**config.mk**
```make
export PLATFORM = sky130hd
export DESIGN_NAME = state_demux1to2_flat
export DESIGN_NICKNAME = d
export VERILOG_FILES = /design/src/rtl/state_demux1to2_pkg.sv /design/src/rtl/state_demux1to2_if.sv /design/src/rtl/state_demux1to2_slot.sv /design/src/rtl/state_demux1to2.sv /design/src/flat_wrapper.sv
export SDC_FILE = /design/constraint.sdc
export NUM_CORES = 1
export LEC_CHECK = 0
export ABC_AREA = 1
export CORE_ASPECT_RATIO = 0.9
export CORE_MARGIN = 2
export CORE_UTILIZATION = 39
export DETAILED_ROUTE_END_ITERATION = 10
export GPL_TIMING_DRIVEN = 0
export PLACE_DENSITY = 0.76
export SYNTH_ARGS = -nofsm -noshare
export SYNTH_HDL_FRONTEND = slang
export SYNTH_HIERARCHICAL = 1
export SYNTH_SLANG_ARGS = --single-unit
```
**constraint.sdc**
```tcl
create_clock -name clk -period 1.4 [get_ports clk]
set_clock_uncertainty 0.2 [all_clocks]
set_input_delay 0.21 -clock clk [delete_from_list [all_inputs] [get_ports clk]]
set_output_delay 0.21 -clock clk [all_outputs]
set_load 0.01 [all_outputs]
```
**src/rtl/state_demux1to2_pkg.sv**
```systemverilog
// ---------------------------------------------------------------------------
// aes_pkg -- shared types for the AES state path.
//   state_t    : 128-bit state word, bit 0 is the MSB.
//   slot_st_t  : holding-slot occupancy (EMPTY / FULL).
//   SEL_A/B    : encodings of the demux channel select.
// ---------------------------------------------------------------------------
package aes_pkg;

   typedef logic [0:127] state_t;

   typedef enum logic {
      SLOT_EMPTY = 1'b0,
      SLOT_FULL  = 1'b1
   } slot_st_t;

   localparam logic SEL_A = 1'b0;
   localparam logic SEL_B = 1'b1;

endpackage

```
**src/rtl/state_demux1to2_if.sv**
```systemverilog
// ---------------------------------------------------------------------------
// state_demux1to2_if -- handshake bundle of the 1-to-2 state demux.
//   Producer side : in_data, in_sel, in_valid -> ; <- in_ready
//   Channel A     : <- a_data, a_valid ; a_ready ->
//   Channel B     : <- b_data, b_valid ; b_ready ->
//   a_count/b_count and CNT_W exist only when DEMUX_CNT_EN is defined.
// Modports: slave = the demux itself, master = producer/consumer side.
// ---------------------------------------------------------------------------
interface state_demux1to2_if #(
   parameter int DATA_W = 128
`ifdef DEMUX_CNT_EN
   , parameter int CNT_W = 16
`endif
);

   logic [0:DATA_W-1] in_data;
   logic              in_sel;
   logic              in_valid;
   logic              in_ready;

   logic [0:DATA_W-1] a_data;
   logic              a_valid;
   logic              a_ready;

   logic [0:DATA_W-1] b_data;
   logic              b_valid;
   logic              b_ready;

`ifdef DEMUX_CNT_EN
   logic [CNT_W-1:0]  a_count;
   logic [CNT_W-1:0]  b_count;

   modport slave (
      input  in_data, in_sel, in_valid, a_ready, b_ready,
      output in_ready, a_data, a_valid, b_data, b_valid, a_count, b_count
   );

   modport master (
      output in_data, in_sel, in_valid, a_ready, b_ready,
      input  in_ready, a_data, a_valid, b_data, b_valid, a_count, b_count
   );
`else
   modport slave (
      input  in_data, in_sel, in_valid, a_ready, b_ready,
      output in_ready, a_data, a_valid, b_data, b_valid
   );

   modport master (
      output in_data, in_sel, in_valid, a_ready, b_ready,
      input  in_ready, a_data, a_valid, b_data, b_valid
   );
`endif

endinterface

```
**src/rtl/state_demux1to2_slot.sv**
```systemverilog
// ---------------------------------------------------------------------------
// demux_slot -- single-entry holding register for one demux channel.
//   clk, rst_n : clock, async active-low reset (slot -> EMPTY)
//   load       : capture ld_data this cycle
//   ld_data    : word to capture
//   ready      : downstream consumer takes the word
//   valid      : slot is FULL
//   data       : held word
//   count      : completed drains, wraps (only with DEMUX_CNT_EN)
// ---------------------------------------------------------------------------
module demux_slot
   import aes_pkg::*;
#(
   parameter int DATA_W = 128
`ifdef DEMUX_CNT_EN
   , parameter int CNT_W = 16
`endif
) (
   input  logic              clk,
   input  logic              rst_n,
   input  logic              load,
   input  logic [0:DATA_W-1] ld_data,
   input  logic              ready,
   output logic              valid,
   output logic [0:DATA_W-1] data
`ifdef DEMUX_CNT_EN
   , output logic [CNT_W-1:0] count
`endif
);

   slot_st_t st, st_nxt;
   logic     drain;

   always_ff @(posedge clk or negedge rst_n) begin
      if (!rst_n) st <= SLOT_EMPTY;
      else        st <= st_nxt;
   end

   always_comb begin
      st_nxt = st;
      drain  = (st == SLOT_FULL) && ready;
      valid  = (st == SLOT_FULL);
      case (st)
         SLOT_EMPTY: if (load)           st_nxt = SLOT_FULL;
         SLOT_FULL:  if (drain && !load) st_nxt = SLOT_EMPTY;
         default:                        st_nxt = SLOT_EMPTY;
      endcase
   end

   always_ff @(posedge clk or negedge rst_n) begin
      if (!rst_n)    data <= '0;
      else if (load) data <= ld_data;
   end

`ifdef DEMUX_CNT_EN
   always_ff @(posedge clk or negedge rst_n) begin
      if (!rst_n)     count <= '0;
      else if (drain) count <= count + 1'b1;
   end
`endif

endmodule

```
**src/rtl/state_demux1to2.sv**
```systemverilog
// ---------------------------------------------------------------------------
// state_demux1to2 -- registered 1-to-2 demux for 128-bit AES state words.
//   clk   : clock, rising edge
//   rst_n : asynchronous active-low reset
//   bus   : state_demux1to2_if.slave (producer in_*, channels a_*, b_*)
// in_sel = 0 steers to channel A, 1 to channel B. Each channel owns one
// holding slot, so a stalled consumer only back-pressures its own words.
// Optional macro DEMUX_CNT_EN adds per-channel transfer counters.
// ---------------------------------------------------------------------------
module state_demux1to2
   import aes_pkg::*;
#(
   parameter int DATA_W = 128
`ifdef DEMUX_CNT_EN
   , parameter int CNT_W = 16
`endif
) (
   input  logic clk,
   input  logic rst_n,
   state_demux1to2_if.slave bus
);

   logic sel_a, sel_b;
   logic a_load, b_load;

   // Selected slot accepts when empty or draining this same cycle.
   always_comb begin
      sel_a        = (bus.in_sel == SEL_A);
      sel_b        = (bus.in_sel == SEL_B);
      bus.in_ready = sel_a ? (!bus.a_valid || bus.a_ready)
                           : (!bus.b_valid || bus.b_ready);
      a_load       = bus.in_valid && bus.in_ready && sel_a;
      b_load       = bus.in_valid && bus.in_ready && sel_b;
   end

   demux_slot #(
      .DATA_W (DATA_W)
`ifdef DEMUX_CNT_EN
      , .CNT_W (CNT_W)
`endif
   ) u_slot_a (
      .clk     (clk),
      .rst_n   (rst_n),
      .load    (a_load),
      .ld_data (bus.in_data),
      .ready   (bus.a_ready),
      .valid   (bus.a_valid),
      .data    (bus.a_data)
`ifdef DEMUX_CNT_EN
      , .count (bus.a_count)
`endif
   );

   demux_slot #(
      .DATA_W (DATA_W)
`ifdef DEMUX_CNT_EN
      , .CNT_W (CNT_W)
`endif
   ) u_slot_b (
      .clk     (clk),
      .rst_n   (rst_n),
      .load    (b_load),
      .ld_data (bus.in_data),
      .ready   (bus.b_ready),
      .valid   (bus.b_valid),
      .data    (bus.b_data)
`ifdef DEMUX_CNT_EN
      , .count (bus.b_count)
`endif
   );

endmodule
```
**src/flat_wrapper.sv**
```systemverilog
// flat-port wrapper written by rule: the top's interface ports become plain ports
module state_demux1to2_flat import aes_pkg::*;
#(
   parameter int DATA_W = 128

)
  (clk, rst_n, bus_in_data, bus_in_sel, bus_in_valid, bus_a_ready, bus_b_ready, bus_in_ready, bus_a_data, bus_a_valid, bus_b_data, bus_b_valid);
  state_demux1to2_if #(.DATA_W(DATA_W)) bus_i ();
  input  logic clk;
  input  logic rst_n;
  input wire logic [$bits(bus_i.in_data)-1:0] bus_in_data;
  input wire logic [$bits(bus_i.in_sel)-1:0] bus_in_sel;
  input wire logic [$bits(bus_i.in_valid)-1:0] bus_in_valid;
  input wire logic [$bits(bus_i.a_ready)-1:0] bus_a_ready;
  input wire logic [$bits(bus_i.b_ready)-1:0] bus_b_ready;
  output wire logic [$bits(bus_i.in_ready)-1:0] bus_in_ready;
  output wire logic [$bits(bus_i.a_data)-1:0] bus_a_data;
  output wire logic [$bits(bus_i.a_valid)-1:0] bus_a_valid;
  output wire logic [$bits(bus_i.b_data)-1:0] bus_b_data;
  output wire logic [$bits(bus_i.b_valid)-1:0] bus_b_valid;
  assign bus_i.in_data = bus_in_data;
  assign bus_i.in_sel = bus_in_sel;
  assign bus_i.in_valid = bus_in_valid;
  assign bus_i.a_ready = bus_a_ready;
  assign bus_i.b_ready = bus_b_ready;
  assign bus_in_ready = bus_i.in_ready;
  assign bus_a_data = bus_i.a_data;
  assign bus_a_valid = bus_i.a_valid;
  assign bus_b_data = bus_i.b_data;
  assign bus_b_valid = bus_i.b_valid;
  state_demux1to2 #(.DATA_W(DATA_W)) u_core (.clk(clk), .rst_n(rst_n), .bus(bus_i));
endmodule
```
==> results.md <==
- Cell with the most instances after synthesis: nand2_1
- Syn_nets: 1234
- Worst path buffer plus inverter count: 7
- Clk sinks: 258
- Final nets: 1945
- Area grow syn2layout: 115.8%
- Longest Clk Path Bufs: 3
- Failing checks: negative hold slack, negative setup slack
- Post-route antenna net violation count: 0
- RSZ-0062 raised after global routing: yes
- Via count: 11510
- Worst setup path category: reg2reg
- Final HPWL from detailed placement: 22.89 mm
- Synth cell types: 10
- Critical path peak fanout: 6
- Tcrit/Tclk final: 1.336
- Initial antenna violation count: 1
- Share of cells above drive strength 1: 0.6920
- Most numerous cell on the critical path: inv_2
- Status: finished, violations left
- MaxCap Viol Count: 0
- Cell taking the most area after synthesis: dfrtp_1
- Setup WS post-layout: -0.4698 ns
- Number of global-route vias before repair: 10050
- Cell Area, Synth: 9779 sq um
- PortBufs: 392
- DRC viols: 0
- Max H-tree Level: 1
- Routed WL: 53.70 mm
- Post-synth EDFFs: 0
- Gate count of the mapped netlist: 1100
- WP data arrival: 2.13 ns
- CTS tree: yes
- Core Area: 24460 sq um
- CP max-delay cell: dfrtp_1
- # IOs: 393
- Crit. End Element: register
- Total negative setup slack: -98.82 ns
- Starting DRT DRC Count: 784
- First-pass detailed-route iteration total: 5
- Total CTS buffers: 27
- Min Hold Slack: -0.02560 ns
- Achievable Freq: 0.5348 GHz
- Post-synth top cells: 772 x nand2_1, 258 x dfrtp_1, 28 x buf_4
- First-pass GRT wire length: 58.51 mm
- Hold WC Path Type: in2async
- Critical Path Max Stage Delay: 0.39 ns
- Flops & latches, synth: 258
- Post-synth top flop: dfrtp_1
- Die X: 170.9 microns
- Pwr dens: 1243 nW/um^2
- Max transition margin: 0.6466
- Util after Layout: 0.8628
- Routability cong.: 0.8541
- Endpoints failing hold: 18
- Yosys top cell area share: 0.6602
- Starting density of the core: 0.3998
- Fillers: 1000
- Row cnt: 54
- Post-synthesis sequential area ratio: 0.6602
- Die Y: 154.2 microns
- Via/cell ratio: 5.310
- LEAKAGE: 11.14 nW
- Max IR drop VDD: 1.057 mV
- Diodes inserted: 0
- Crit path launch type: register
- Clk_lat worst skew: 0.53 ns
- CTS clk-pin slew, worst paths: 0.07 ns
- Worst path cell trace: inv_2 -> o211ai_1 -> inv_2 -> buf_6 -> inv_12 -> buf_16 -> buf_12 -> clkbuf_16 -> nand2_2 -> nand2_1
- Post-synthesis async set-or-reset flop share: 1.000
- Worst-margin pin slew: 0.5301 ns
- Gr usage total: 0.2917
- Tmin final: 1.870 ns
- CTS Root Cell: clkbuf_16
- Syn Area/Cell: 8.890 sq um
- Grt total ovfl: 0
- Total die area: 26360 sq um
- CP top delay family: buffers and inverters
- Yosys warnings: 6
- Ranking of synthesized cells by area: dfrtp_1 66%, nand2_1 30%, buf_4 2.1%
- Critical Path RT: 1.66 ns
- Final Setup Violations: 517
- Wire per inst: 24.78 microns
- Largest net degree at the start of global routing: 122
- Max-slew violations: 0
-- power breakdown --
part / total [mW] / leakage, nW / internal [mW] / switching [mW]
Clock: 7.29 / 0.431 / 4.03 / 3.26
Sequential: 9.69 / 3.19 / 8.63 / 1.06
Combinational: 9.24 / 7.52 / 4.91 / 4.33
Total: 26.2 / 11.1 / 17.6 / 8.66
-- timing repair --
action	4_1_cts	5_1_grt
pin swaps	225	209
resized for setup	1605	628
endpoints found under the setup margin	513	613
gates cloned	36	25
buffers inserted	105	135
endpoints found under the hold margin	258	0
hold buffers	1	0
-- worst register-to-register path, stage by stage, from the launching register on --
cell and delay [ns]:
dfrtp_1 0.39, inv_2 0.06, o211ai_1 0.24, inv_2 0.10, buf_6 0.15, inv_12 0.09, buf_16 0.15, buf_12 0.11
clkbuf_16 0.15, nand2_2 0.05, nand2_1 0.12
-- kinds of logic (layout without fill, tap and decap cells) --
kind of cell    count (synthesis)  count (layout)  synth area share
buf+inv                        65             796           0.04056
flops                         258             258            0.6602
simple gates                  773             773            0.2967
compound gates                  4               4          0.002558
-- layer usage --
layer / GRT usage / wire [microns] / up-vias
li1: - / - / 4764
met1: 0.3434 / 18110 / 5719
met2: 0.5047 / 26870 / 768
met3: 0.07779 / 5038 / 253
met4: 0.1227 / 3658 / 2
met5: 0 / 18 / -
-- metrics by stage --
| step | cells | setup WS [ns] | power [mW] | area (sq um) |
|---|---|---|---|---|
| floorplan | 1100 | -0.006287 | 11.13 | 9784 |
| global placement | 1828 | -11.24 | 14.64 | 14130 |
| detailed placement | 1830 | -0.6796 | 14.77 | 14190 |
| CTS | 2021 | -0.4556 | 22.80 | 17550 |
| global route | 2167 | -0.5404 | 26.97 | 21100 |
| finish | 2167 | -0.4698 | 26.22 | 21100 |
-- layout by cell type (no fill, tap or decap) --
master,synthesis,layout
buf_12,0,35
buf_16,0,33
buf_2,26,118
buf_4,28,206
buf_6,2,149
buf_8,0,39
clkbuf_1,0,5
clkbuf_16,0,52
clkbuf_8,0,9
clkdlybuf4s50_1,0,132
clkinv_2,0,6
clkinv_8,0,1
clkinvlp_4,0,1
dfrtp_1,258,255
dfrtp_2,0,3
dlygate4sd3_1,0,1
inv_1,7,3
inv_12,0,1
inv_2,2,4
inv_6,0,1
nand2_1,772,164
nand2_2,0,432
nand2_4,0,176
nor2_1,1,1
o211ai_1,2,2
o21ai_1,2,1
o21ai_2,0,1
-- worst paths after layout --
check | from | endpoint | slack, ns | depth (start not counted)
max reg2reg | u_core/u_slot_a/valid | u_core/u_slot_a/data[46] | -0.47 | 10
min reg2reg | u_core/u_slot_b/data[113] | u_core/u_slot_b/data[113] | 0.28 | 2
min in group clk | bus_in_data[125] | u_core/u_slot_a/data[2] | 0.05 | 3
min | rst_n | u_core/u_slot_b/data[80] | -0.03 | 2
max in group asynchronous | rst_n | u_core/u_slot_b/data[12] | 0.13 | 3
max | u_core/u_slot_a/valid | u_core/u_slot_a/data[46] | -0.47 | 10
-- sequential cells by signal, summed over array words and instances, names as in the netlist --
signal	cells
u_core/u_slot_a/data	128
u_core/u_slot_b/data	128
u_core/u_slot_a/valid	1
u_core/u_slot_b/valid	1
-- layout make-up --
cell class | instances | area, sq um | area share
Multi-Input combinational cell | 777 | 5333 | 0.2527
Sequential cell | 258 | 6460 | 0.3061
Buffer | 52 | 915.9 | 0.04340
Clock inverter | 8 | 46.29 | 0.002194
Clock buffer | 41 | 818.3 | 0.03878
Inverter | 9 | 58.81 | 0.002787
Tap cell | 336 | 420.4 | 0.01992
Timing Repair Buffer | 686 | 7051 | 0.3341
Note: power is estimated with default switching activity, not from simulation.
